## config.mk

```make
export PLATFORM = sky130hd
export DESIGN_NAME = framebuffer_store
export DESIGN_NICKNAME = d
export VERILOG_FILES = /design/src/rtl/framebuffer_store.sv
export SDC_FILE = /design/constraint.sdc
export NUM_CORES = 1
export LEC_CHECK = 0
export CAP_MARGIN = 10
export CORE_UTILIZATION = 52
export CTS_BUF_LIST = sky130_fd_sc_hd__clkbuf_16
export CTS_CLUSTER_SIZE = 20
export DETAILED_ROUTE_END_ITERATION = 8
export PLACE_DENSITY = 0.89
export SYNTH_ARGS = -nofsm -noshare
export SYNTH_HDL_FRONTEND = slang
export SYNTH_SLANG_ARGS = --single-unit
```

## constraint.sdc

```tcl
create_clock -name clk_in -period 2.4 [get_ports clk_in]
set_input_delay 0.36 -clock clk_in [delete_from_list [all_inputs] [get_ports clk_in]]
set_output_delay 0.36 -clock clk_in [all_outputs]
set_load 0.02 [all_outputs]
```

## src/rtl/framebuffer_store.sv

```systemverilog
// framebuffer_store: writes a framed byte stream sequentially into framebuffer RAM port A.
// Define FB_STORE_CHECKSUM_EN to add a modulo-256 checksum of the bytes written in the current frame.
module framebuffer_store #(
  parameter int ADDR_WIDTH  = 12,
  parameter int FRAME_BYTES = 4096,
  parameter int FIFO_DEPTH  = 2
) (
  input  logic                  clk_in,
  input  logic                  reset,
  input  logic [7:0]            rx_data,
  input  logic                  rx_strobe,
  input  logic                  frame_start,
  output logic [ADDR_WIDTH-1:0] ram_address,
  output logic [7:0]            ram_data_out,
  output logic                  ram_clk_enable,
  output logic                  ram_write,
  output logic                  busy,
  output logic                  frame_done,
  output logic                  overflow,
  output logic [7:0]            checksum
);
  typedef enum logic [1:0] {IDLE, ARMED, WRITE} state_t;
  state_t                state_q;
  logic [7:0]            f0_q, f1_q, f0_d, f1_d, data_q;
  logic [1:0]            cnt_q, cnt_d, rem;
  logic [ADDR_WIDTH-1:0] ptr_q, addr_q;
  logic                  we_q, done_q, ovf_q;
  logic                  pop, push, full, accept, last;
  assign pop    = state_q == ARMED && cnt_q != 2'd0;
  assign push   = rx_strobe && state_q != IDLE;
  assign full   = cnt_q == 2'(FIFO_DEPTH);
  assign accept = push && (!full || pop);
  assign last   = ptr_q == ADDR_WIDTH'(FRAME_BYTES - 1);
  // Two-entry shift FIFO: head is always f0; a same-cycle pop shifts before the push lands.
  assign rem    = cnt_q - 2'(pop);
  assign f0_d   = accept && rem == 2'd0 ? rx_data : pop ? f1_q : f0_q;
  assign f1_d   = accept && rem != 2'd0 ? rx_data : f1_q;
  assign cnt_d  = rem + 2'(accept);
  always_ff @(posedge clk_in or negedge reset) begin
    if (!reset) begin
      state_q <= IDLE;
      f0_q    <= '0;
      f1_q    <= '0;
      cnt_q   <= '0;
      ptr_q   <= '0;
      addr_q  <= '0;
      data_q  <= '0;
      we_q    <= 1'b0;
      done_q  <= 1'b0;
      ovf_q   <= 1'b0;
    end else if (frame_start) begin
      state_q <= ARMED;
      cnt_q   <= '0;
      ptr_q   <= '0;
      we_q    <= 1'b0;
      done_q  <= 1'b0;
      ovf_q   <= 1'b0;
    end else begin
      f0_q   <= f0_d;
      f1_q   <= f1_d;
      cnt_q  <= cnt_d;
      ovf_q  <= ovf_q | (push && !accept);
      we_q   <= 1'b0;
      done_q <= 1'b0;
      case (state_q)
        ARMED: if (pop) begin
          addr_q  <= ptr_q;
          data_q  <= f0_q;
          we_q    <= 1'b1;
          state_q <= WRITE;
        end
        WRITE: begin
          ptr_q   <= last ? '0 : ptr_q + 1'b1;
          done_q  <= last;
          state_q <= last ? IDLE : ARMED;
        end
        default: ;
      endcase
    end
  end
`ifdef FB_STORE_CHECKSUM_EN
  logic [7:0] sum_q;
  always_ff @(posedge clk_in or negedge reset) begin
    if (!reset) sum_q <= '0;
    else if (frame_start) sum_q <= '0;
    else if (state_q == WRITE) sum_q <= sum_q + data_q;
  end
  assign checksum = sum_q;
`else
  assign checksum = 8'h00;
`endif
  assign ram_address    = addr_q;
  assign ram_data_out   = data_q;
  assign ram_clk_enable = we_q;
  assign ram_write      = we_q;
  assign busy           = state_q != IDLE;
  assign frame_done     = done_q;
  assign overflow       = ovf_q;
endmodule

```

==> impl_metrics.json <==
{
  "antenna_found_initial": 0,
  "synth_top_cell_by_area": "dfrtp_1",
  "cts_buffers": 5,
  "clkLatencyLatePin_ps": 290,
  "grt_pass1_vias": 1624,
  "synth-seq-cells": 55,
  "violations": "DRC",
  "synthXorXnorAreaFrac_pct": 2.467,
  "outcome": "complete, but fails checks",
  "clockBufferDepth": 2,
  "htreeDepth": 2,
  "synth_top_family_by_area": "simple AND/OR/NAND/NOR gates",
  "place_congestion": 0.8772,
  "ctsResizeCount": 0,
  "routed_wl_um": 4615,
  "clk_pin_slew_ps": 60,
  "p_leak_nw": 1.353,
  "instances_no_fill": 300,
  "synthMuxAreaShare_pct": 12.69,
  "hp-class": "in2async",
  "crit_path_end_kind": "flop",
  "post_cts_buffers": 0,
  "cp.required_ps": 2570,
  "fill_cells": 301,
  "yosys.area_share.simple_pct": 14.50,
  "cp_cell_sequence": "nor2_1 > nor3b_1 > ha_1 > nand2b_1 > nor4b_4 > mux2_2",
  "cts_hold_buf": 0,
  "via_per_inst": 5.717,
  "synth_common_cells": "dfrtp_1 (55), mux2_2 (27), nand2_1 (16)",
  "ys_seq_area_share_pct": 55.39,
  "synthAdderAreaFrac_pct": 1.511,
  "grt_pass1_wl_um": 7762,
  "synthTopCellsByArea": "dfrtp_1 (55%), mux2_2 (12%), buf_4 (3.0%)",
  "slew_headroom_pct": 58.60,
  "synth_area_mm2": 0.002485,
  "critPathKind": "reg2reg",
  "yosysTopAreaCellShare_pct": 55.39,
  "ys_async_sr_fraction_pct": 100.0,
  "irDropWorstVdd_mv": 0.7044,
  "n_antenna_cell": 0,
  "multi_input_area_mm2": 0.001013,
  "yosysWarnings": 0,
  "seqCellArea_mm2": 0.001376,
  "ant_nets": 0,
  "slew_viol_final": 0,
  "wl_per_cell_um": 15.38,
  "drive_gt1_share_pct": 18.95,
  "clock-sinks": 55,
  "grt_usage_pct": 20.10,
  "synth_enable_flop_cells": 0,
  "maxCapViolCount": 0,
  "tightest_slew_ps": 616.9,
  "die_w_um": 71.13,
  "vias": 1715,
  "die_h_um": 71.13,
  "yosysMostFrequentCell": "dfrtp_1",
  "core_area_mm2": 0.004474,
  "io_buffers": 36,
  "power_density_mw_per_mm2": 1068,
  "finalClockSkew_ps": 4.334,
  "layout.nets": 262,
  "synth_compound_area_share_pct": 8.409,
  "netlist_instances": 208,
  "hold_violations": 0,
  "critPathMaxStageDelay_ps": 510,
  "syn_area_per_cell_um2": 11.95,
  "root_buffer": "clkbuf_16",
  "cp_slowest_cell": "nor4b_4",
  "fmax_ghz": 0.4386,
  "rsz0062_at_grt": "false",
  "fin_hold_ws_ps": 5.103,
  "die-area_mm2": 0.005059,
  "tns_ps": 0,
  "fp-row-count": 24,
  "synth_flop_cell": "dfrtp_1",
  "placedCellCount": 292,
  "gr-total-overflow": 0,
  "ios": 45,
  "crit_path_start_kind": "flop",
  "arrival_ps": 2450,
  "firstDrtPassIters": 7,
  "layout-area-overhead-vs-synth_pct": 22.26,
  "setup_violations": 0,
  "drt_iter0_drc": 120,
  "fin_crit_ps": 2280,
  "start_util_pct": 55.54,
  "drc": 7,
  "worst-path-max-fanout": 8,
  "fin_crit_sh_pct": 95.00,
  "dp_hpwl_um": 3221,
  "synth.lib_cells_used.distinct": 39,
  "grt_max_degree": 22,
  "cts_tree": "yes"
}
[layer usage]
layer  GRT usage (%)  part of all wire [%]  vias to the layer above
li1                -                     -                      808
met1           26.74                    44                      846
met2           31.73                    50                       54
met3           4.843                   3.6                        7
met4           8.667                   1.5                        0
met5               0                     0                        -
[critical path: cells and delay by family (launching register included)]
kind	cells	cell delay [ps]
adder cells (fa/ha/maj)	1	310
flip-flops	1	410
multiplexers	1	410
AND/OR/NAND/NOR	4	1050
[flip-flops by register name, indices dropped and copies added (netlist names)]
signal / flops
frame_done: 1
f0_q: 8
f1_q: 8
overflow: 1
ram_clk_enable: 1
ram_data_out: 8
ram_address: 12
ptr_q: 12
state_q: 2
cnt_q: 2
[placed cells by master (no fill, tap or decap), drive strengths merged, types with 2 or more instances in the layout]
| cell type | count |
|---|---|
| o21ai | 15 |
| clkbuf | 5 |
| nand2b | 2 |
| and3 | 3 |
| inv | 3 |
| nor2 | 11 |
| or4 | 2 |
| xor2 | 6 |
| a2bb2oi | 8 |
| clkdlybuf4s50 | 35 |
| nand3 | 7 |
| buf | 8 |
| nand2 | 16 |
| nor4b | 2 |
| and4 | 2 |
| mux2 | 28 |
| dfrtp | 55 |
| conb | 8 |
| a31oi | 2 |
| nand4 | 5 |
| or3 | 3 |
| nor2b | 4 |
| clkinv | 2 |
| ha | 3 |
[layout make-up]
class	count	share of cell area (%)
clock inverter	3	1.277
clock buffer	5	4.119
timing repair buffer	43	13.43
sequential	55	45.30
inverter	3	0.3707
multi-input combinational	139	33.36
tap	52	2.142
[power by group]
group	total (mW)	switching [mW]	internal (mW)
clock	0.788	0.302	0.486
combinational	1.12	0.533	0.587
sequential	1.34	0.155	1.18
[kinds of logic after synthesis]
kind of cell / after synthesis
and+or+nand+nor: 62
DFF: 55
AOI/OAI and AO/OA: 31
muxes: 28
buffers and inverters: 21
xor gates and xnor gates: 7
adders and majority gates: 3
other: 1
[through the flow]
step	utilization, %	cell area [µm²]	power, mW	setup WS, ps
floorplan	-	2511	2.103	405.1
global placement	64.23	2874	2.406	266.6
detailed placement	64.23	2874	2.467	167.3
CTS	67.90	3038	3.279	141.7
global route	67.90	3038	3.432	44.95
finish	67.90	3038	3.246	119.9
[final timing paths]
path                                      from  slack, ps  cells past startpoint                          end
max                         cnt_q[1]$_DFF_PN0_        120                      6          f1_q[7]$_DFFE_PN0P_
min                                      reset          5                      1   ram_address[4]$_DFFE_PN0P_
max reg2reg                 cnt_q[1]$_DFF_PN0_        120                      6          f1_q[7]$_DFFE_PN0P_
min reg2reg                f0_q[4]$_DFFE_PN0P_        500                      1  ram_data_out[4]$_DFFE_PN0P_
max in group asynchronous                reset       1790                      2  ram_address[10]$_DFFE_PN0P_
min in group clk_in        f0_q[4]$_DFFE_PN0P_        500                      1  ram_data_out[4]$_DFFE_PN0P_
Note: power is estimated with default switching activity, not from simulation.
